[src/rtl/alarm_key_fsm.sv]
// Keypad entry control for the alarm clock: shift, load and display-select strobes.
// Optional entry inactivity timeout is built when ALARM_KEY_FSM_TIMEOUT_EN is defined.
module alarm_key_fsm #(
  parameter int unsigned TIMEOUT_SEC = 10,
  parameter logic [3:0]  NOKEY       = 4'd10
) (
  input  logic       clock,
  input  logic       reset,
  input  logic       one_second,
  input  logic [3:0] key,
  input  logic       alarm_button,
  input  logic       time_button,
  output logic       shift,
  output logic       load_new_a,
  output logic       load_new_c,
  output logic       show_new_time,
  output logic       show_a,
  output logic       entry_timeout
);

  typedef enum logic [2:0] {
    StShowTime       = 3'd0,
    StKeyStored      = 3'd1,
    StKeyWaited      = 3'd2,
    StKeyEntry       = 3'd3,
    StSetAlarmTime   = 3'd4,
    StSetCurrentTime = 3'd5,
    StShowAlarm      = 3'd6
  } state_e;

  state_e state_q, state_d;
  logic   is_digit;
  logic   expire;
  logic   timeout_fire;

  assign is_digit = (key != NOKEY) && (key <= 4'd9);

`ifdef ALARM_KEY_FSM_TIMEOUT_EN
  localparam logic [3:0] TimeoutLast = 4'(TIMEOUT_SEC - 1);
  localparam logic [3:0] TimeoutMax  = 4'(TIMEOUT_SEC);

  logic [3:0] tcnt_q, tcnt_d;
  logic       in_entry_q, in_entry_d;

  assign expire     = one_second && (tcnt_q == TimeoutLast);
  assign in_entry_q = (state_q == StKeyWaited) || (state_q == StKeyEntry);
  assign in_entry_d = (state_d == StKeyWaited) || (state_d == StKeyEntry);

  // Count only while staying inside the waited/entry pair; any other path clears it.
  always_comb begin
    tcnt_d = '0;
    if (in_entry_q && in_entry_d) begin
      tcnt_d = (one_second && (tcnt_q != TimeoutMax)) ? tcnt_q + 4'd1 : tcnt_q;
    end
  end

  always_ff @(posedge clock or posedge reset) begin
    if (reset) begin
      tcnt_q <= '0;
    end else begin
      tcnt_q <= tcnt_d;
    end
  end
`else
  logic unused_one_second;
  assign unused_one_second = one_second;
  assign expire            = 1'b0;
`endif

  always_comb begin
    state_d      = state_q;
    timeout_fire = 1'b0;
    case (state_q)
      StShowTime: begin
        if (alarm_button) begin
          state_d = StShowAlarm;
        end else if (is_digit) begin
          state_d = StKeyStored;
        end
      end
      StKeyStored: state_d = StKeyWaited;
      StKeyWaited: begin
        if (expire) begin
          state_d      = StShowTime;
          timeout_fire = 1'b1;
        end else if (!is_digit) begin
          state_d = StKeyEntry;
        end
      end
      StKeyEntry: begin
        if (alarm_button) begin
          state_d = StSetAlarmTime;
        end else if (time_button) begin
          state_d = StSetCurrentTime;
        end else if (is_digit) begin
          state_d = StKeyStored;
        end else if (expire) begin
          state_d      = StShowTime;
          timeout_fire = 1'b1;
        end
      end
      StSetAlarmTime:   state_d = StShowTime;
      StSetCurrentTime: state_d = StShowTime;
      StShowAlarm: begin
        if (!alarm_button) begin
          state_d = StShowTime;
        end
      end
      default: state_d = StShowTime;
    endcase
  end

  // Outputs are registered from the next state, so they always match the state register.
  always_ff @(posedge clock or posedge reset) begin
    if (reset) begin
      state_q       <= StShowTime;
      shift         <= 1'b0;
      load_new_a    <= 1'b0;
      load_new_c    <= 1'b0;
      show_new_time <= 1'b0;
      show_a        <= 1'b0;
      entry_timeout <= 1'b0;
    end else begin
      state_q       <= state_d;
      shift         <= (state_d == StKeyStored);
      load_new_a    <= (state_d == StSetAlarmTime);
      load_new_c    <= (state_d == StSetCurrentTime);
      show_new_time <= (state_d == StKeyStored) || (state_d == StKeyWaited) ||
                       (state_d == StKeyEntry);
      show_a        <= (state_d == StShowAlarm);
      entry_timeout <= timeout_fire;
    end
  end

endmodule

[config.mk]
export PLATFORM = sky130hd
export DESIGN_NAME = alarm_key_fsm
export DESIGN_NICKNAME = d
export VERILOG_FILES = /design/src/rtl/alarm_key_fsm.sv
export SDC_FILE = /design/constraint.sdc
export NUM_CORES = 1
export LEC_CHECK = 0
export BUFFER_PORTS_ARGS = -buffer_cell sky130_fd_sc_hd__buf_2
export CAP_MARGIN = 30
export CORE_AREA = 2 2 39 41
export CTS_BUF_LIST = sky130_fd_sc_hd__clkbuf_8 sky130_fd_sc_hd__clkbuf_16
export CTS_CLUSTER_DIAMETER = 100
export DETAILED_ROUTE_END_ITERATION = 10
export DIE_AREA = 0 0 41 43
export PLACE_DENSITY = 0.54
export SLEW_MARGIN = 40
export SYNTH_ARGS = -nofsm -noshare
export SYNTH_HDL_FRONTEND = slang
export SYNTH_SLANG_ARGS = --single-unit
[constraint.sdc]
create_clock -name clock -period 3 [get_ports clock]
set_clock_uncertainty 0.05 [all_clocks]
set_input_delay 0.45 -clock clock [delete_from_list [all_inputs] [get_ports clock]]
set_output_delay 0.45 -clock clock [all_outputs]
set_load 0.01 [all_outputs]
==> impl_metrics.env, run 1 <==
export IMPL_post_dp_cell_area_um2=449.2
export IMPL_grt_max_degree=10
export IMPL_start_util_pct=29.11
export IMPL_placementRows=14
export IMPL_globalplace_congestion=0.6908
export IMPL_cp_max_fo=9
export IMPL_clock_latency_ns=0.22
export IMPL_postCtsSetupBuffers=0
export IMPL_cp_start_kind="register"
export IMPL_final_cell_mix="buf_2 (11), dfrtp_1 (8), nor2_1 (5)"
export IMPL_p_leak_nw=0.2502
export IMPL_synthCells=42
export IMPL_wl_per_cell_um=10.97
export IMPL_sw_frac_of_total_pct=32.62
export IMPL_clock_sinks=8
export IMPL_crit_slowest_cell="or4b_1"
export IMPL_arrival_ns=1.32
export IMPL_r2r_slack_ns=1.78
export IMPL_syn_cell_area_um2=402.9
export IMPL_n_antenna_cell=0
export IMPL_crit_chain="or4b_1 -> nand3_1"
export IMPL_hold_viol=0
export IMPL_total_power_uw=446.9
export IMPL_coreArea_um2=1384
export IMPL_pre_cts_ws_ns=1.601
export IMPL_r2r_end="state_q[0]"
export IMPL_fp_dieW_um=41
export IMPL_crit_type="reg2reg"
export IMPL_setup_slack_ns=1.784
export IMPL_rsz0062_at_grt="no"
export IMPL_avgSynthCellArea_um2=9.593
export IMPL_status="finished clean"
export IMPL_hpwlAfterDp_um=541.5
export IMPL_die_area_um2=1763
export IMPL_p_sw_uw=145.8
export IMPL_p_seq_share_pct=41.7
export IMPL_r2r_start="state_q[2]"
export IMPL_max_stage_delay_ns=0.55
export IMPL_cts_root_buffer="clkbuf_8"
export IMPL_cp_top_family="simple AND/OR/NAND/NOR gates"
export IMPL_num_vias=321
export IMPL_slew_viol_final=0
export IMPL_power_frac_comb_pct=30.0
export IMPL_overflow=0
export IMPL_path_buf_inv=0
export IMPL_required_ns=3.11
export IMPL_io_buffers=11
export IMPL_final_area_um2=490.5
export IMPL_track_usage_pct=10.91
export IMPL_grt_first_pass_wirelength_um=1214
export IMPL_p_int_uw=301.1
export IMPL_hold_class="in2async"
export IMPL_synth_seq_cells=8
export IMPL_cts_buffers=3
export IMPL_drive_gt1_share_pct=28.85
export IMPL_synth_top_cell_area_share_pct=49.69
export IMPL_powerDensity_nw_per_um2=911.2
export IMPL_finalSetupTns_ns=0
export IMPL_ys_warn_count=0
export IMPL_clkSlewWorstSetupHoldPaths_ns=0.04
export IMPL_postCtsHoldBufs=0
export IMPL_final_common_cell="buf_2"
export IMPL_ys_types=25
export IMPL_htree_levels=1
export IMPL_fin_crit_sh_pct=40.52
export IMPL_post_synth_main_area_contributors="dfrtp_1 (50%), nor2_1 (4.7%), nand3_1 (3.7%)"
export IMPL_clock_path_buffers=2
export IMPL_cts_tree="yes"
export IMPL_ant_nets=0
export IMPL_syn_to_final_growth_pct=21.74
export IMPL_grt_pass1_vias=292
export IMPL_dr_pass1_iters=4
export IMPL_yosysSeqAreaShare_pct=49.69
export IMPL_end_kind="register"
export IMPL_ios=15
export IMPL_setup_viol=0
export IMPL_clock_fmax_mhz=822.6
export IMPL_drv_cap=0
export IMPL_rr_worst_depth=2
export IMPL_ir_drop_mv=0.2178
export IMPL_post_cts_resized=0
export IMPL_die_h_um=43
export IMPL_layout_nets=63
export IMPL_synth_fp_nets=51
export IMPL_yosys_area_top_type="dfrtp_1"
export IMPL_wirelength_um=746
export IMPL_period_minus_slack_ns=1.216
export IMPL_antenna_found_initial=0
export IMPL_clock_power_share_pct=28.3
export IMPL_fillCellCount=150
export IMPL_drcViolationCount=0
export IMPL_drtIter0Drc=9
export IMPL_vias_per_cell=4.721
-- metal layers --
layer	vias to the layer above	part of all wire, %	track usage [%]
met1	145	44	13.44
met3	2	6.6	1.571
met2	12	46	14.37
li1	162	-	-
met5	-	0	0
met4	0	2.9	12.00
-- stage by stage --
stage | std cells | util [%] | hold slack [ns]
finish | 68 | 35.44 | 0.1155
global placement | 65 | 32.46 | 0.3645
global route | 68 | 35.44 | 0.1422
detailed placement | 65 | 32.46 | 0.3636
floorplan | 42 | - | 0.2157
CTS | 68 | 35.44 | 0.1233
-- synth_stat cells (all sizes together) --
cell	n
buf	4
a31oi	1
or4b	1
inv	1
o211a	1
nand3	3
o221a	1
conb	1
or2b	1
o22ai	1
dfrtp	8
nand2	3
xnor2	1
nor3b	1
nor3	1
and3	1
or3b	1
and2	1
o21ai	1
or2	1
a21oi	2
nand2b	1
nor2	5
-- flip-flops by register name (all words and copies together), names as in the netlist --
signal,cells
shift,1
load_new_a,1
show_a,1
state_q,3
load_new_c,1
show_new_time,1
-- power by group through the flow --
stage                     combinational (mW)  sequential, mW  clock [mW]
after floorplan                        0.136           0.165           0
after global placement                 0.134           0.188           0
after detailed placement               0.137           0.189           0
after CTS                              0.137           0.188       0.132
after global routing                   0.154           0.195       0.138
final                                  0.134           0.186       0.126
-- cells by family (layout without fill, tap and decap cells) --
family                 after synthesis  in the layout  synth area share [%]
AND/OR/NAND/NOR                     20             20                 27.02
buffers and inverters                5             15                 8.074
AO/OA/AOI/OAI                        7              7                 12.11
other                                1              1                0.9308
XOR/XNOR                             1              1                 2.174
flip-flops                           8              8                 49.69
-- area by class of cell --
type	count	area, um2	share of cell area [%]
clock buffers	3	41.29	8.418
inverters	1	3.754	0.7653
multi-input cells	29	170.2	34.69
flip-flops and latches	8	200.2	40.82
well taps	16	20.02	4.082
repair buffers	11	55.05	11.22
-- worst max-delay path by stage --
stage                          start    endpoint  slack (ns)  cells past startpoint
after floorplan               key[1]  state_q[0]        1.75                      3
after global placement        key[1]  state_q[0]        1.61                      4
after detailed placement      key[1]  state_q[0]        1.60                      4
after CTS                     show_a      show_a        1.77                      1
after global routing      state_q[2]  state_q[0]        1.71                      2
final                     state_q[2]  state_q[0]        1.78                      2
-- worst register-to-register path, delay by kind of cell (launching register included) --
kind,cells,cell delay [ns]
AND/OR/NAND/NOR,2,0.65
flip-flops,1,0.46
(Power assumes the default switching activity.)
==> run 2: changes to the inputs <==
--- a/config.mk
+++ b/config.mk
@@ -5,6 +5,7 @@
 export SDC_FILE = /design/constraint.sdc
 export NUM_CORES = 1
 export LEC_CHECK = 0
+export ABC_AREA = 1
 export BUFFER_PORTS_ARGS = -buffer_cell sky130_fd_sc_hd__buf_2
 export CAP_MARGIN = 30
 export CORE_AREA = 2 2 39 41
@@ -12,7 +13,7 @@
 export CTS_CLUSTER_DIAMETER = 100
 export DETAILED_ROUTE_END_ITERATION = 10
 export DIE_AREA = 0 0 41 43
-export PLACE_DENSITY = 0.54
+export PLACE_DENSITY = 0.59
 export SLEW_MARGIN = 40
 export SYNTH_ARGS = -nofsm -noshare
 export SYNTH_HDL_FRONTEND = slang
==> constraint.sdc (replaced) <==
create_clock -name clock -period 1.06 [get_ports clock]
set_clock_uncertainty 0.05 [all_clocks]
set_input_delay 0.159 -clock clock [delete_from_list [all_inputs] [get_ports clock]]
set_output_delay 0.159 -clock clock [all_outputs]
set_load 0.01 [all_outputs]
==> run 2 against run 1 <==
Effect of this change: the flow now finishes with violations (setup timing); synthesized area is 11% higher; register-to-register slack got worse by 1.9 ns; global-route usage grew 0.96 points; sequential cell count unchanged; sequential share of layout area fell by 8.3 points; worst setup slack got worse by 1.9 ns; sequential power grew to 2.9 times the previous value; maximum frequency increased by 0.35%; critical endpoint is now load_new_c; largest power group is now combinational cells; highest routed layer unchanged.
==> impl_metrics.env, run 2 <==
export IMPL_status="finished with violations"
export IMPL_violations="setup timing"
export IMPL_clock_sinks=8
export IMPL_powerDensity_nw_per_um2=2819
export IMPL_synthCells=59
export IMPL_final_area_um2=623.1
export IMPL_setup_slack_ns=-0.1514
export IMPL_final_cells=92
export IMPL_io_buffers=11
export IMPL_final_cell_mix="buf_2 (11), nor2_1 (8), inv_1 (8), nand2_1 (8), dfrtp_1 (6)"
export IMPL_htree_levels=1
export IMPL_ys_types=16
export IMPL_globalplace_congestion=0.7962
export IMPL_required_ns=1.17
export IMPL_dr_pass1_iters=3
export IMPL_hpwlAfterDp_um=657.1
export IMPL_wl_met2_um=480
export IMPL_p_seq_share_pct=30.7
export IMPL_fillCellCount=143
export IMPL_yosys_area_top_type="dfrtp_1"
export IMPL_post_route_util_pct=45.03
export IMPL_cts_tree="yes"
export IMPL_synth_edf_count=0
export IMPL_vias_per_cell=4.326
export IMPL_n_antenna_cell=0
export IMPL_grt_max_degree=9
export IMPL_antenna_found_initial=0
export IMPL_top_layer="met4"
export IMPL_syn_cell_area_um2=445.4
export IMPL_ant_nets=0
export IMPL_ir_drop_mv=0.7611
export IMPL_coreArea_um2=1384
export IMPL_grt_first_pass_wirelength_um=1345
export IMPL_sw_frac_of_total_pct=40.78
export IMPL_cts_buffers=3
export IMPL_drcViolationCount=0
export IMPL_drtIter0Drc=6
export IMPL_synth_top_cell_area_share_pct=44.94
export IMPL_die_h_um=43
export IMPL_synth_fp_nets=68
export IMPL_avgSynthCellArea_um2=7.550
export IMPL_crit_type="reg2reg"
export IMPL_cp_max_fo=4
export IMPL_power_frac_comb_pct=48.9
export IMPL_p_int_mw=1.040
export IMPL_clock_path_buffers=2
export IMPL_yosys_top_cells_count="nor2_1 (12), inv_1 (10), nand2_1 (9)"
export IMPL_yosysMostFrequentCell="nor2_1"
export IMPL_post_dp_cell_area_um2=528.0
export IMPL_hold_class="in2reg"
export IMPL_final_common_cell="buf_2"
export IMPL_setup_viol=5
export IMPL_post_synth_main_area_contributors="dfrtp_1 (45%), nor2_1 (10%), inv_1 (8.4%)"
export IMPL_wirelength_um=859
export IMPL_end_kind="register"
export IMPL_overflow=0
export IMPL_drive_gt1_share_pct=48.68
export IMPL_drv_cap=0
export IMPL_largest_reg_flops=3
export IMPL_p_leak_nw=0.3459
export IMPL_synth_ff_type="dfrtp_1"
export IMPL_dp_cells=86
export IMPL_num_vias=398
export IMPL_p_sw_uw=716.2
export IMPL_grt_pass1_vias=370
export IMPL_die_area_um2=1763
export IMPL_clock_power_share_pct=20.4
export IMPL_fin_crit_sh_pct=114.3
export IMPL_start_util_pct=32.19
export IMPL_slew_viol_final=0
export IMPL_wl_per_cell_um=9.337
export IMPL_clock_latency_ns=0.23
export IMPL_wl_met3_um=19
export IMPL_cp_start_kind="register"
export IMPL_fp_dieW_um=41
export IMPL_period_minus_slack_ns=1.211
export IMPL_hold_viol=0
export IMPL_synth_seq_cells=8
export IMPL_arrival_ns=1.32
export IMPL_layout_nets=87
export IMPL_ios=15
export IMPL_ys_warn_count=0
export IMPL_total_power_mw=1.756
export IMPL_wl_met1_um=341
export IMPL_clock_fmax_mhz=825.5
export IMPL_cts_root_buffer="clkbuf_8"
export IMPL_placementRows=14
export IMPL_clkSlewWorstSetupHoldPaths_ns=0.04
export IMPL_rsz0062_at_grt="yes"
export IMPL_async_flop_share_pct=100.0
export IMPL_track_usage_pct=11.87
export IMPL_syn_to_final_growth_pct=39.89
export IMPL_yosysSeqAreaShare_pct=44.94
export IMPL_max_flop_register="state_q"
run 2: cell types whose count changed after synthesis, moves of 2 or more:
cell / change
a21oi_1: -2
buf_2: -2
inv_1: +9
nand2_1: +6
nand2_2: +5
nand3_2: +2
nor2_1: +7
run 2: metrics by stage:
step | hold WS [ns] | worst slack, ns | setup TNS, ns
3_3_place_gp | 0.05353 | -0.1372 | -0.5543
4_1_cts | 0.2063 | -0.1529 | -0.5938
2_1_floorplan | -0.07534 | -0.04602 | -0.1499
6_report | 0.2050 | -0.1514 | -0.5882
5_1_grt | 0.2110 | -0.2212 | -0.9561
3_5_place_dp | 0.06804 | -0.1685 | -0.6996
run 2: logic make-up after synthesis:
kind of cell / Yosys count / share of synthesized area [%]
DFF: 8 / 44.94
AOI/OAI and AO/OA: 1 / 1.123
buffers and inverters: 12 / 10.96
other: 1 / 0.8419
and+or+nand+nor: 37 / 42.14
run 2: power groups by stage:
stage               logic [mW]  clock network (mW)  registers, mW
global route             0.967               0.378          0.558
finish                   0.860               0.358          0.539
detailed placement       0.725                   0          0.529
floorplan                0.495                   0          0.557
CTS                      0.780               0.367          0.545
global placement         0.721                   0          0.522
run 2: worst max-delay path: stages (launching register included):
cell,delay [ns]
dfrtp_2,0.43
nor2_4,0.13
nand2_2,0.07
nand2_1,0.06
nand3b_1,0.15
nand2_4,0.10
nand2_2,0.05
nor2_1,0.09
run 2: area by class of cell:
type	count	area [um2]	area share, %
clock buffer	3	41.29	6.627
inverter	11	41.29	6.627
multi-input combinational	39	226.5	36.35
sequential	8	202.7	32.53
tap	16	20.02	3.213
timing repair buffer	15	91.34	14.66
run 2: what timing repair did:
action	in CTS	in global routing
resized for setup	5	8
buffers inserted	1	2
hold endpoints to repair	8	0
hold buffers	1	0
endpoints found under the setup margin	6	7
pin swaps	0	5
run 2: final timing paths:
path	startpoint	slack (ns)	end	cells past startpoint
setup / recovery	state_q[2]	-0.15	load_new_c	7
hold / removal	alarm_button	0.21	state_q[2]	3
setup reg to reg	state_q[2]	-0.15	load_new_c	7
hold reg to reg	state_q[0]	0.67	state_q[1]	4
max in group asynchronous	reset	0.34	state_q[1]	3
min in group asynchronous	reset	0.37	load_new_a	3
run 2: layer usage:
layer | vias to the layer above | GRT usage [%]
met1 | 180 | 11.30
met2 | 7 | 19.38
met3 | 2 | 4.712
li1 | 209 | -
met5 | - | 0
met4 | 0 | 8.000
